===== src/rtl/ic74138_scan_seq_if.sv =====
// ic74138_scan_seq_if
//   Bundles the run controls and decoder-side outputs of ic74138_scan_seq.
//   master : run-request side (drives enable/oneshot/hold, observes status)
//   slave  : the sequencer itself
//   Signals:
//     enable_i      run request, level-sensitive
//     oneshot_i     1 = stop after the current frame
//     hold_i        freezes the dwell count while a line is enabled
//     skip_mask_i   [7:0] lines to skip (only with SCAN_SKIP_MASK_EN)
//     select_o      [2:0] decoder select lines
//     g1_o          decoder enable, active high
//     g2a_o/g2b_o   decoder enables, active low
//     frame_done_o  one-cycle pulse after the last line of a frame
//     busy_o        sequencer is not idle
//   Optional feature macro: SCAN_SKIP_MASK_EN
interface ic74138_scan_seq_if;
   logic       enable_i;
   logic       oneshot_i;
   logic       hold_i;
`ifdef SCAN_SKIP_MASK_EN
   logic [7:0] skip_mask_i;
`endif
   logic [2:0] select_o;
   logic       g1_o;
   logic       g2a_o;
   logic       g2b_o;
   logic       frame_done_o;
   logic       busy_o;

`ifdef SCAN_SKIP_MASK_EN
   modport master (
      output enable_i, oneshot_i, hold_i, skip_mask_i,
      input  select_o, g1_o, g2a_o, g2b_o, frame_done_o, busy_o
   );
   modport slave (
      input  enable_i, oneshot_i, hold_i, skip_mask_i,
      output select_o, g1_o, g2a_o, g2b_o, frame_done_o, busy_o
   );
`else
   modport master (
      output enable_i, oneshot_i, hold_i,
      input  select_o, g1_o, g2a_o, g2b_o, frame_done_o, busy_o
   );
   modport slave (
      input  enable_i, oneshot_i, hold_i,
      output select_o, g1_o, g2a_o, g2b_o, frame_done_o, busy_o
   );
`endif
endinterface


===== src/rtl/ic74138_scan_seq.sv =====
// ic74138_scan_seq
//   Scan sequencer feeding a 74x138 3-to-8 decoder. Steps select through
//   lines 0..NUM_LINES-1; each line gets BLANK_CYCLES with the decoder
//   disabled (select already set up) followed by DWELL_CYCLES enabled.
//   All outputs are registered.
//   Ports:
//     clk_i  system clock, rising edge
//     rst_i  asynchronous active-high reset
//     bus    ic74138_scan_seq_if.slave (run controls, decoder pins, status)
//   Optional feature macro: SCAN_SKIP_MASK_EN adds bus.skip_mask_i; masked
//   lines are skipped entirely.
module ic74138_scan_seq #(
   parameter int unsigned NUM_LINES    = 8,
   parameter int unsigned DWELL_CYCLES = 4,
   parameter int unsigned BLANK_CYCLES = 1
) (
   input  logic              clk_i,
   input  logic              rst_i,
   ic74138_scan_seq_if.slave bus
);

   localparam int unsigned CNT_MAX = (DWELL_CYCLES > BLANK_CYCLES) ? DWELL_CYCLES : BLANK_CYCLES;
   localparam int unsigned CW      = (CNT_MAX > 1) ? $clog2(CNT_MAX) : 1;
   localparam logic [CW-1:0] DWELL_LAST = CW'(DWELL_CYCLES - 1);
   localparam logic [CW-1:0] BLANK_LAST = (BLANK_CYCLES == 0) ? '0 : CW'(BLANK_CYCLES - 1);

   typedef enum logic [1:0] {IDLE, BLANK, ACTIVE} state_t;

   // A new line starts in BLANK, or directly enabled when there is no gap.
   localparam state_t ENTRY    = (BLANK_CYCLES == 0) ? ACTIVE : BLANK;
   localparam logic   ENTRY_EN = (BLANK_CYCLES == 0);

   state_t        state_q;
   logic [2:0]    sel_q;
   logic          g1_q, g2a_q, g2b_q;
   logic          fd_q;
   logic          busy_q;
   logic [CW-1:0] cnt_q;
   logic          stop_q;

   logic [7:0]    skip;
   logic          first_ok, next_ok, stopping, go_on;
   logic [2:0]    first_idx, next_idx, go_idx;

`ifdef SCAN_SKIP_MASK_EN
   assign skip = bus.skip_mask_i;
`else
   assign skip = '0;
`endif

   // Lowest usable line overall, and lowest usable line above the current one.
   always_comb begin
      first_ok  = 1'b0;
      first_idx = '0;
      next_ok   = 1'b0;
      next_idx  = '0;
      for (int unsigned i = 0; i < 8; i++) begin
         if (i < NUM_LINES && !skip[i]) begin
            if (!first_ok) begin
               first_ok  = 1'b1;
               first_idx = 3'(i);
            end
            if (!next_ok && i > 32'(sel_q)) begin
               next_ok  = 1'b1;
               next_idx = 3'(i);
            end
         end
      end
   end

   // A stop request seen at any point of the dwell is honoured at expiry.
   always_comb begin
      stopping = stop_q | ~bus.enable_i;
      go_on    = !stopping && (next_ok || (!bus.oneshot_i && first_ok));
      go_idx   = next_ok ? next_idx : first_idx;
   end

   always_ff @(posedge clk_i or posedge rst_i) begin
      if (rst_i) begin
         state_q <= IDLE;
         sel_q   <= '0;
         g1_q    <= 1'b0;
         g2a_q   <= 1'b1;
         g2b_q   <= 1'b1;
         fd_q    <= 1'b0;
         busy_q  <= 1'b0;
         cnt_q   <= '0;
         stop_q  <= 1'b0;
      end else begin
         fd_q <= 1'b0;
         case (state_q)
            IDLE: begin
               if (bus.enable_i && first_ok) begin
                  sel_q   <= first_idx;
                  cnt_q   <= '0;
                  stop_q  <= 1'b0;
                  busy_q  <= 1'b1;
                  state_q <= ENTRY;
                  g1_q    <= ENTRY_EN;
                  g2a_q   <= ~ENTRY_EN;
                  g2b_q   <= ~ENTRY_EN;
               end
            end
            BLANK: begin
               if (!bus.enable_i) begin
                  state_q <= IDLE;
                  sel_q   <= '0;
                  busy_q  <= 1'b0;
                  cnt_q   <= '0;
                  stop_q  <= 1'b0;
               end else if (cnt_q == BLANK_LAST) begin
                  state_q <= ACTIVE;
                  cnt_q   <= '0;
                  g1_q    <= 1'b1;
                  g2a_q   <= 1'b0;
                  g2b_q   <= 1'b0;
               end else begin
                  cnt_q <= cnt_q + CW'(1);
               end
            end
            ACTIVE: begin
               if (!bus.enable_i) stop_q <= 1'b1;
               if (!bus.hold_i) begin
                  if (cnt_q == DWELL_LAST) begin
                     cnt_q <= '0;
                     // No usable line above this one: the frame ends here.
                     if (!next_ok) fd_q <= 1'b1;
                     if (go_on) begin
                        sel_q   <= go_idx;
                        state_q <= ENTRY;
                        g1_q    <= ENTRY_EN;
                        g2a_q   <= ~ENTRY_EN;
                        g2b_q   <= ~ENTRY_EN;
                     end else begin
                        state_q <= IDLE;
                        sel_q   <= '0;
                        busy_q  <= 1'b0;
                        stop_q  <= 1'b0;
                        g1_q    <= 1'b0;
                        g2a_q   <= 1'b1;
                        g2b_q   <= 1'b1;
                     end
                  end else begin
                     cnt_q <= cnt_q + CW'(1);
                  end
               end
            end
            default: begin
               state_q <= IDLE;
               sel_q   <= '0;
               busy_q  <= 1'b0;
               cnt_q   <= '0;
               stop_q  <= 1'b0;
               g1_q    <= 1'b0;
               g2a_q   <= 1'b1;
               g2b_q   <= 1'b1;
            end
         endcase
      end
   end

   assign bus.select_o     = sel_q;
   assign bus.g1_o         = g1_q;
   assign bus.g2a_o        = g2a_q;
   assign bus.g2b_o        = g2b_q;
   assign bus.frame_done_o = fd_q;
   assign bus.busy_o       = busy_q;

endmodule


===== src/flat_wrapper.sv =====
// flat-port wrapper written by rule: the top's interface ports become plain ports
module ic74138_scan_seq_flat 
#(
   parameter int unsigned NUM_LINES    = 8,
   parameter int unsigned DWELL_CYCLES = 4,
   parameter int unsigned BLANK_CYCLES = 1
)
  (clk_i, rst_i, bus_enable_i, bus_oneshot_i, bus_hold_i, bus_select_o, bus_g1_o, bus_g2a_o, bus_g2b_o, bus_frame_done_o, bus_busy_o);
  ic74138_scan_seq_if bus_i ();
  input  logic clk_i;
  input  logic rst_i;
  input wire logic [$bits(bus_i.enable_i)-1:0] bus_enable_i;
  input wire logic [$bits(bus_i.oneshot_i)-1:0] bus_oneshot_i;
  input wire logic [$bits(bus_i.hold_i)-1:0] bus_hold_i;
  output wire logic [$bits(bus_i.select_o)-1:0] bus_select_o;
  output wire logic [$bits(bus_i.g1_o)-1:0] bus_g1_o;
  output wire logic [$bits(bus_i.g2a_o)-1:0] bus_g2a_o;
  output wire logic [$bits(bus_i.g2b_o)-1:0] bus_g2b_o;
  output wire logic [$bits(bus_i.frame_done_o)-1:0] bus_frame_done_o;
  output wire logic [$bits(bus_i.busy_o)-1:0] bus_busy_o;
  assign bus_i.enable_i = bus_enable_i;
  assign bus_i.oneshot_i = bus_oneshot_i;
  assign bus_i.hold_i = bus_hold_i;
  assign bus_select_o = bus_i.select_o;
  assign bus_g1_o = bus_i.g1_o;
  assign bus_g2a_o = bus_i.g2a_o;
  assign bus_g2b_o = bus_i.g2b_o;
  assign bus_frame_done_o = bus_i.frame_done_o;
  assign bus_busy_o = bus_i.busy_o;
  ic74138_scan_seq #(.NUM_LINES(NUM_LINES), .DWELL_CYCLES(DWELL_CYCLES), .BLANK_CYCLES(BLANK_CYCLES)) u_core (.clk_i(clk_i), .rst_i(rst_i), .bus(bus_i));
endmodule

===== config.mk =====
export PLATFORM = sky130hd
export DESIGN_NAME = ic74138_scan_seq_flat
export DESIGN_NICKNAME = d
export VERILOG_FILES = /design/src/rtl/ic74138_scan_seq_if.sv /design/src/rtl/ic74138_scan_seq.sv /design/src/flat_wrapper.sv
export SDC_FILE = /design/constraint.sdc
export NUM_CORES = 1
export LEC_CHECK = 0
export CAP_MARGIN = 20
export CORE_MARGIN = 3
export CORE_UTILIZATION = 37
export CTS_BUF_LIST = sky130_fd_sc_hd__clkbuf_16
export CTS_CLUSTER_SIZE = 30
export DETAILED_ROUTE_END_ITERATION = 10
export PLACE_DENSITY = 0.62
export SLEW_MARGIN = 20
export SYNTH_ARGS = -nofsm -noshare
export SYNTH_HDL_FRONTEND = slang
export SYNTH_SLANG_ARGS = --single-unit

===== constraint.sdc =====
create_clock -name clk_i -period 2.8 [get_ports clk_i]
set_clock_uncertainty 0.15 [all_clocks]
set_input_delay 0.56 -clock clk_i [delete_from_list [all_inputs] [get_ports clk_i]]
set_output_delay 0.56 -clock clk_i [all_outputs]
set_load 0.005 [all_outputs]

==> impl_summary.md, run 1 <==
Status
The run finished with clean final reports.

Power
The analysis attributes to cell leakage a power of around 0.44 nW. Of the total power, the share spent switching nets is 0.3125. The power per cell area is 906.2 nW/um^2. The power spent charging and discharging nets is 0.2728 mW.

The internal portion of the total power is 0.6003 mW. The peak ir drop on the vdd network is 0.0005507 V. Of the total power, the clock network draws 0.296. Of the total power, combinational logic draws 0.414.

The share of total power dissipated in sequential elements is 0.290.

Worst hold path
In this run the worst hold path is classified as register to register. The startpoint of the worst hold path is u_core.bus.g2a_o.

Routing
In this run the remaining antenna-violating nets after routing total 0. The total number of vias is slightly below 600. The via-per-instance ratio is 5.221.

The number of violations reported at the end of detailed-routing iteration 0 is 6. The detailed-route DRC error count is 0. The wire length after detailed routing is 1.451 mm.

Dividing the detail-routed wire length by the instance count gives 12.84 um. The pre-antenna-repair detailed-routing pass consisted of 3 iterations.

Global route
Summed over all layers, the global routing overflow is 0. Entering global routing, the biggest net connects 13 pins. In the global route stage, overall resource usage came out at 0.1289. The global-route wire length before repair is 2.504 mm. The initial antenna violation count came to 0. The number of global-route vias before repair is 570.

Synth
The fraction of registers with async set/reset is 1.000. The post-synthesis cell count is 74. For this run, the leading register cell type out of synthesis is sky130_fd_sc_hd__dfrtp_1.

The synthesized design contains 12 register bits. In the synthesized netlist, the cells that appear most often are sky130_fd_sc_hd__dfrtp_1 (11), sky130_fd_sc_hd__inv_1 (9), sky130_fd_sc_hd__ha_1 (7), sky130_fd_sc_hd__nand2_1 (6). Synthesis produced a netlist with a net count of 86. The share of the synthesized area in the top cell type is 0.3661. The number of synthesized flops with an enable pin is 0.

The proportion of synthesized chip area in sequential cells is 0.4010. In the post-synthesis netlist, the biggest area contributors are sky130_fd_sc_hd__dfrtp_1 (37%), sky130_fd_sc_hd__ha_1 (12%), sky130_fd_sc_hd__inv_1 (4.5%). The distinct cell type count after synthesis is 32. The cell area that synthesis handed to floorplanning was 752.0 sq um.

The dominant cell by count in the synthesized netlist is sky130_fd_sc_hd__dfrtp_1. The post-synthesis cell type with the largest combined area is sky130_fd_sc_hd__dfrtp_1. The synthesized area divided by synthesized cell count is around 10 sq um. The number of warnings issued by yosys is 0.

Floorplanning
The core region is 1821 sq um. In this run the vertical extent of the chip is 51.08 um. The initial utilization of the core area, before any placement, comes to 0.4131. The floorplan has 15 rows.

The x dimension of the die is 51.08 um. 13 I/O pins were placed. The floorplan step defined a die boundary enclosing 2609 sq um.

Clock network
TritonCTS built the clock tree. Counting the buffers created by CTS gives 3. The count of hold-fix buffers inserted at cts is 0.

Post-CTS timing repair inserted 0 buffers for setup. CTS built an H-tree with a depth of 1. The tree is rooted in a sky130_fd_sc_hd__clkbuf_16. Clock-pin slew was measured on the worst setup and hold paths at ~0.04 ns. The number of gates resized after CTS was 0. The clock network latency to the later pin of the worst-skew pair is 0.23 ns. The maximum buffer depth of the clock tree is 2. The number of clock sinks is 12.

Cells and area
After the last flow step, the layout net total stands at 101. The number of fill cells in the layout is 185. The area added between synthesis and finish is 28.12%. The final cell utilization of the core is 0.5292. The ratio of cells with drive above 1 in the final layout is 0.1250. The finished layout holds approximately 110 standard cells, fillers aside. 0 antenna diodes ended up in the layout. The summed area of non-filler cells in the final layout is 963.4 sq um.

Place
Prior to clock tree synthesis, the placed netlist has a worst setup slack of 0.4790 ns. The number of cells in the design after placement is between 100 and 150. The congestion estimate from routability-driven global placement came to approximately 0.77. The standard cell area after detailed placement is 884.6 sq um. The placed wire-length estimate after detailed placement is 1.112 mm. The number of buffers added on ports is 12.

STA
The number of hold-slack violations in the final timing report came to 0. Derived from the worst setup path, the maximum achievable clock frequency is 470.6 MHz. Setup repair after global routing left no endpoint under its margin. The worst-case headroom to the max-slew limit is 0.6901. The slew of the pin with the lowest slew margin is 0.4643 ns. Summed over all failing endpoints, the final setup total negative slack is 0 ns. The post-route fraction of the period consumed by the critical path is 0.7588.

After layout, the worst setup slack is 0.6752 ns. Subtracting the final worst setup slack from the clock period gives 2.125 ns. The number of max-slew violations in the final report was 0. The number of endpoints failing setup at the final stage is 0.

Setup path
STA classifies the critical path endpoint as a register. The type of the worst setup path is input port to register. The peak fanout along the critical path is 8.

The worst path required time is 2.76 ns. In this run the critical register-to-register path is launched from u_core.state_q[0]. STA classifies the critical path startpoint as an input port. The arrival time reported for the critical path endpoint is 2.08 ns. The worst setup path startpoint is bus_enable_i.

Run
The number of max-cap violations is 0.
[worst paths after layout]
check	slack [ns]	end	depth (start not counted)
min in group asynchronous	0.49	u_core.state_q[0]	2
setup reg to reg	0.86	u_core.bus.busy_o	5
setup / recovery	0.68	u_core.bus.busy_o	4
hold reg to reg	0.32	u_core.bus.g2a_o	2
hold / removal	0.32	u_core.bus.g2a_o	2
max in group asynchronous	1.67	u_core.bus.g2a_o	2
[power groups by stage]
| stage | Clock (mW) | Combinational, mW | Sequential [mW] |
|---|---|---|---|
| floorplan | 0 | 0.259 | 0.252 |
| global placement | 0 | 0.357 | 0.255 |
| detailed placement | 0 | 0.358 | 0.257 |
| CTS | 0.262 | 0.365 | 0.255 |
| global route | 0.277 | 0.402 | 0.261 |
| finish | 0.258 | 0.361 | 0.254 |
[per-layer routing]
layer | GRT usage | part of all wire
met2 | 0.2017 | 0.47
met1 | 0.1773 | 0.48
met5 | 0 | 0
met4 | 0.04036 | 0.011
met3 | 0.02624 | 0.038
[state kept, by name, indices dropped and copies added, names as in the netlist]
name                     cells
u_core.bus.select_o          3
u_core.cnt_q                 2
u_core.state_q               2
u_core.bus.busy_o            1
u_core.bus.frame_done_o      1
u_core.bus.g1_o              1
u_core.bus.g2a_o             1
u_core.stop_q                1
[critical path, cell delays in order]
cell	delay, ns
sky130_fd_sc_hd__clkdlybuf4s50_1	0.61
sky130_fd_sc_hd__mux2_4	0.36
sky130_fd_sc_hd__a221oi_2	0.20
sky130_fd_sc_hd__mux2_1	0.36
[cell usage in the layout (no fill, tap or decap), types with 2 or more instances in the layout]
cell type / instances
sky130_fd_sc_hd__clkdlybuf4s50_1: 12
sky130_fd_sc_hd__dfrtp_1: 11
sky130_fd_sc_hd__inv_1: 9
sky130_fd_sc_hd__ha_1: 7
sky130_fd_sc_hd__nand2_1: 6
sky130_fd_sc_hd__nor2_1: 4
sky130_fd_sc_hd__nand3_1: 4
sky130_fd_sc_hd__o22ai_1: 3
sky130_fd_sc_hd__clkbuf_16: 3
sky130_fd_sc_hd__nand2b_1: 2
sky130_fd_sc_hd__a32o_1: 2
sky130_fd_sc_hd__a21oi_1: 2
sky130_fd_sc_hd__mux2i_1: 2
sky130_fd_sc_hd__a221oi_1: 2
[logic make-up after synthesis]
family                   after synthesis  synth area share
buffers and inverters                 11           0.06988
AO/OA/AOI/OAI                         17            0.1864
adder cells (fa/ha/maj)                7            0.1165
AND/OR/NAND/NOR                       23            0.1647
multiplexers                           4           0.06156
flip-flops                            12            0.4010
[per-stage QoR]
step | power, mW | hold WS, ns
CTS | 0.8808 | 0.3288
detailed placement | 0.6150 | 0.3215
floorplan | 0.5118 | 0.2740
global route | 0.9398 | 0.3377
finish | 0.8731 | 0.3219
global placement | 0.6120 | 0.3149
[cell type report]
class / count / area [sq um] / share of cell area
clock buffers: 3 / 75.07 / 0.07792
clock inverters: 1 / 3.754 / 0.003896
inverters: 9 / 33.78 / 0.03506
multi-input cells: 51 / 397.9 / 0.4130
flip-flops and latches: 12 / 301.5 / 0.3130
well taps: 25 / 31.28 / 0.03247
repair buffers: 12 / 120.1 / 0.1247
Power figures use the tool's default switching activity.
==> run 2: changes to the inputs <==
- clock period: 2.8 -> 2.2 ns (I/O delays scaled with it)
==> impl_summary.md, run 2 (synthesis gave the netlist of run 1 again) <==
Global route
The number of global-route vias before repair is 590 (was 570). The overall routing resource usage came to 0.1312 (was 0.1289). The global-route wire length before repair was 2.539 mm (was 2.504 mm). The initial antenna violation count is 0 (unchanged). The leftover overflow at the end of global routing is 0 (unchanged).

The largest net degree at the start of global routing is 13 (unchanged).

Worst hold path
The count of cells along the worst hold path is 2 (unchanged). The worst min-delay path category is register to register (unchanged).

Routing
The wire length after detailed routing is 1.418 mm (was 1.451 mm). The residual antenna-violating net count after detailed routing was 0 (unchanged). The average wire per cell in the routed design was 12.44 um (was 12.84 um).

The number of search-and-repair iterations in the first detailed-routing pass is 3 (unchanged). The number of violations reported at the end of detailed-routing iteration 0 was 18 (was 6). The via-per-instance ratio is 5.202 (was 5.221). The detailed-route DRC error count came to 0 (unchanged). The total number of vias is 593 (was 590).

Cells and area
The area added between synthesis and finish was 29.12% (was 28.12%). The number of diodes added for antenna fixing is 0 (unchanged). The net count of the finished layout is 102 (was 101).

The ratio of cells with drive above 1 in the final layout is 0.1348 (was 0.1250). Commonest non-fill, non-tap cells in the layout: sky130_fd_sc_hd__clkdlybuf4s50_1 (12), sky130_fd_sc_hd__dfrtp_1 (11), sky130_fd_sc_hd__inv_1 (9) (unchanged). The filler-free cell count of the finished design is 114 (was 113). The number of flip-flops in the largest register is 3 (unchanged).

The most frequent standard cell in the layout excluding fill and tap cells is sky130_fd_sc_hd__clkdlybuf4s50_1 (unchanged).

Setup path
Cells along the critical path: inv_1, ha_1, and3b_2, a221oi_2, mux2_1 (was clkdlybuf4s50_1, mux2_4, a221oi_2, mux2_1). The capturing element of the worst setup path is u_core.bus.busy_o (unchanged). The biggest cell delay along the critical path was 0.39 ns (was 0.61 ns).

The type of origin of the critical path was a register (was input port). The type of the worst setup path is register to register (was input port to register). The worst setup path startpoint is u_core.state_q[0] (was bus_enable_i). The depth of the most critical reg-to-reg path was 5 (unchanged).

The kind of end point of the critical path is a register (unchanged). The arrival time reported for the critical path endpoint came to 1.88 ns (was 2.08 ns). The cell family with the largest share of critical-path delay is flip-flops (was multiplexers). The peak fanout along the critical path is 9 (was 8).

The endpoint of the lowest-slack register-to-register path is u_core.bus.busy_o (unchanged). The source of the worst register-to-register timing path was u_core.state_q[0] (unchanged). The number of buffers and inverters on the critical path is 1 (unchanged).

The setup slack of the worst register-to-register path came to 0.29 ns (was 0.86 ns). The worst path required time came to 2.17 ns (was 2.76 ns). The total number of cells along the worst setup path came to 5 (was 4). The cell type of the slowest stage on the worst timing path is sky130_fd_sc_hd__dfrtp_1 (was sky130_fd_sc_hd__clkdlybuf4s50_1).

Power
The peak ir drop on the vdd network is 0.0005131 V (was 0.0005507 V). The share of power burned in registers is 0.288 (was 0.290). The share of total power in combinational logic came to 0.413 (was 0.414). The clock network power share is 0.299 (was 0.296). The total internal power was 0.7653 mW (was 0.6003 mW). The power spent charging and discharging nets is 0.3459 mW (was 0.2728 mW). The share of total power consumed by net switching was 0.3113 (was 0.3125). The static leakage came to 0.4436 nW (was 0.4388 nW).

The power per cell area came to 1144 nW/um^2 (was 906.2 nW/um^2). The total power draw came to 1.111 mW (was 0.8731 mW).

Floorplanning
The chip height is 51.08 um (unchanged). The x dimension of the die is 51.08 um (unchanged). The number of rows in the core area is 15 (unchanged). The starting utilization of the core area is 0.4131 (unchanged). The core area is 1821 sq um (unchanged). The number of top-level pins was 13 (unchanged). The total die area was 2609 sq um (unchanged).

Place
The number of cells in the design after placement is 110 (was 109). The pre-CTS setup slack is 0.09447 ns (was 0.4790 ns). The placed wire-length estimate after detailed placement is 1.098 mm (was 1.112 mm). The number of buffers added on ports is 12 (unchanged). The final weighted congestion in routability-driven placement is 0.7656 (was 0.7674).

Clock network
The post-CTS setup buffer count is 0 (unchanged). The maximum buffer depth of the clock tree is 2 (unchanged). The clock-pin slew of the registers on the worst-case setup and hold paths came to 0.04 ns (about the same). The count of hold-fix buffers inserted at cts came to 0 (unchanged). The CTS tree is built (unchanged).

The number of clock sinks is 12 (unchanged). The number of gates given a new drive strength after cts came to 0 (unchanged). The number of buffers created by CTS is 3 (unchanged). The root cell of the clock tree is sky130_fd_sc_hd__clkbuf_16 (unchanged). The clock network latency to the later pin of the worst-skew pair is 0.24 ns (was 0.23 ns).

The maximum level of the CTS H-tree is 1 (unchanged).

STA
The sum of negative setup slack is 0 ns (unchanged). Counting I/O delays and the setup requirement, the final critical path takes about 1.9 ns. The slew of the pin with the lowest slew margin is 0.4533 ns (was 0.4643 ns). The number of hold-slack violations in the final timing report is 0 (unchanged).

The number of endpoints failing setup at the final stage was 0 (unchanged). The number of max-slew violations in the final report is 0 (unchanged). RSZ-0062 raised after global routing: false (unchanged).

For this run, the top clock speed supported by timing is 524.4 MHz. Of the available clock period, the critical path in the final layout requires 0.8668. The worst-case headroom to the max-slew limit is 0.6975 (was 0.6901). The worst setup margin is 0.2929 ns (was 0.6752 ns).

Status
Run status: finished, final reports clean (unchanged).

Run
The number of max-cap violations is 0 (unchanged).
==> run 2: cell types whose count changed in the layout (fill, tap and decap cells not counted), sizes merged <==
cell  previous run  this run
buf              0         1
==> run 2: cell type report <==
type | instances | area (sq um)
fillers | 183 | 849.6
multi-input cells | 51 | 397.9
flip-flops and latches | 12 | 301.5
repair buffers | 13 | 127.6
clock buffers | 3 | 75.07
inverters | 9 | 33.78
well taps | 25 | 31.28
clock inverters | 1 | 3.754
==> run 2: per-stage QoR <==
stage | hold slack, ns | utilization | instance area (sq um)
final | 0.3227 | 0.5333 | 970.9
after floorplan | 0.1540 | - | 752.0
after global routing | 0.3435 | 0.5333 | 970.9
after CTS | 0.3296 | 0.5333 | 970.9
after global placement | 0.3136 | 0.4900 | 892.1
after detailed placement | 0.3212 | 0.4900 | 892.1
==> run 2: power by group through the flow <==
stage	Clock [mW]	Sequential [mW]	Combinational [mW]
after floorplan	0	0.321	0.330
after global placement	0	0.325	0.457
after detailed placement	0	0.325	0.461
after CTS	0.339	0.322	0.463
after global routing	0.354	0.333	0.509
final	0.332	0.321	0.459
==> run 2: tightest hold or removal path, cell delays in order, from the launching register on <==
cell                      delay (ns)
sky130_fd_sc_hd__dfstp_2        0.36
sky130_fd_sc_hd__inv_1          0.05
sky130_fd_sc_hd__o22ai_1        0.05
==> run 2: worst min path at each step <==
| stage | from | to |
|---|---|---|
| global placement | u_core.bus.g2a_o | u_core.bus.g2a_o |
| CTS | u_core.bus.g2a_o | u_core.bus.g2a_o |
| global route | u_core.bus.g2a_o | u_core.bus.g2a_o |
| detailed placement | u_core.bus.g2a_o | u_core.bus.g2a_o |
| floorplan | rst_i | u_core.bus.busy_o |
| finish | u_core.bus.g2a_o | u_core.bus.g2a_o |
==> run 2: layer usage <==
layer  vias up  global-route usage  wire [um]
met3         5             0.02624         65
met2        13              0.1867        592
li1        298                   -          -
met4         0             0.08072         42
met5         -                   0          0
met1       277              0.1803        718
==> run 3: changes to the inputs <==
- CAP_MARGIN: 20 -> default
- CTS_CLUSTER_SIZE: 30 -> 16
==> results of run 3 <==
Final layout, timing and power as in run 2 (identical DEF).
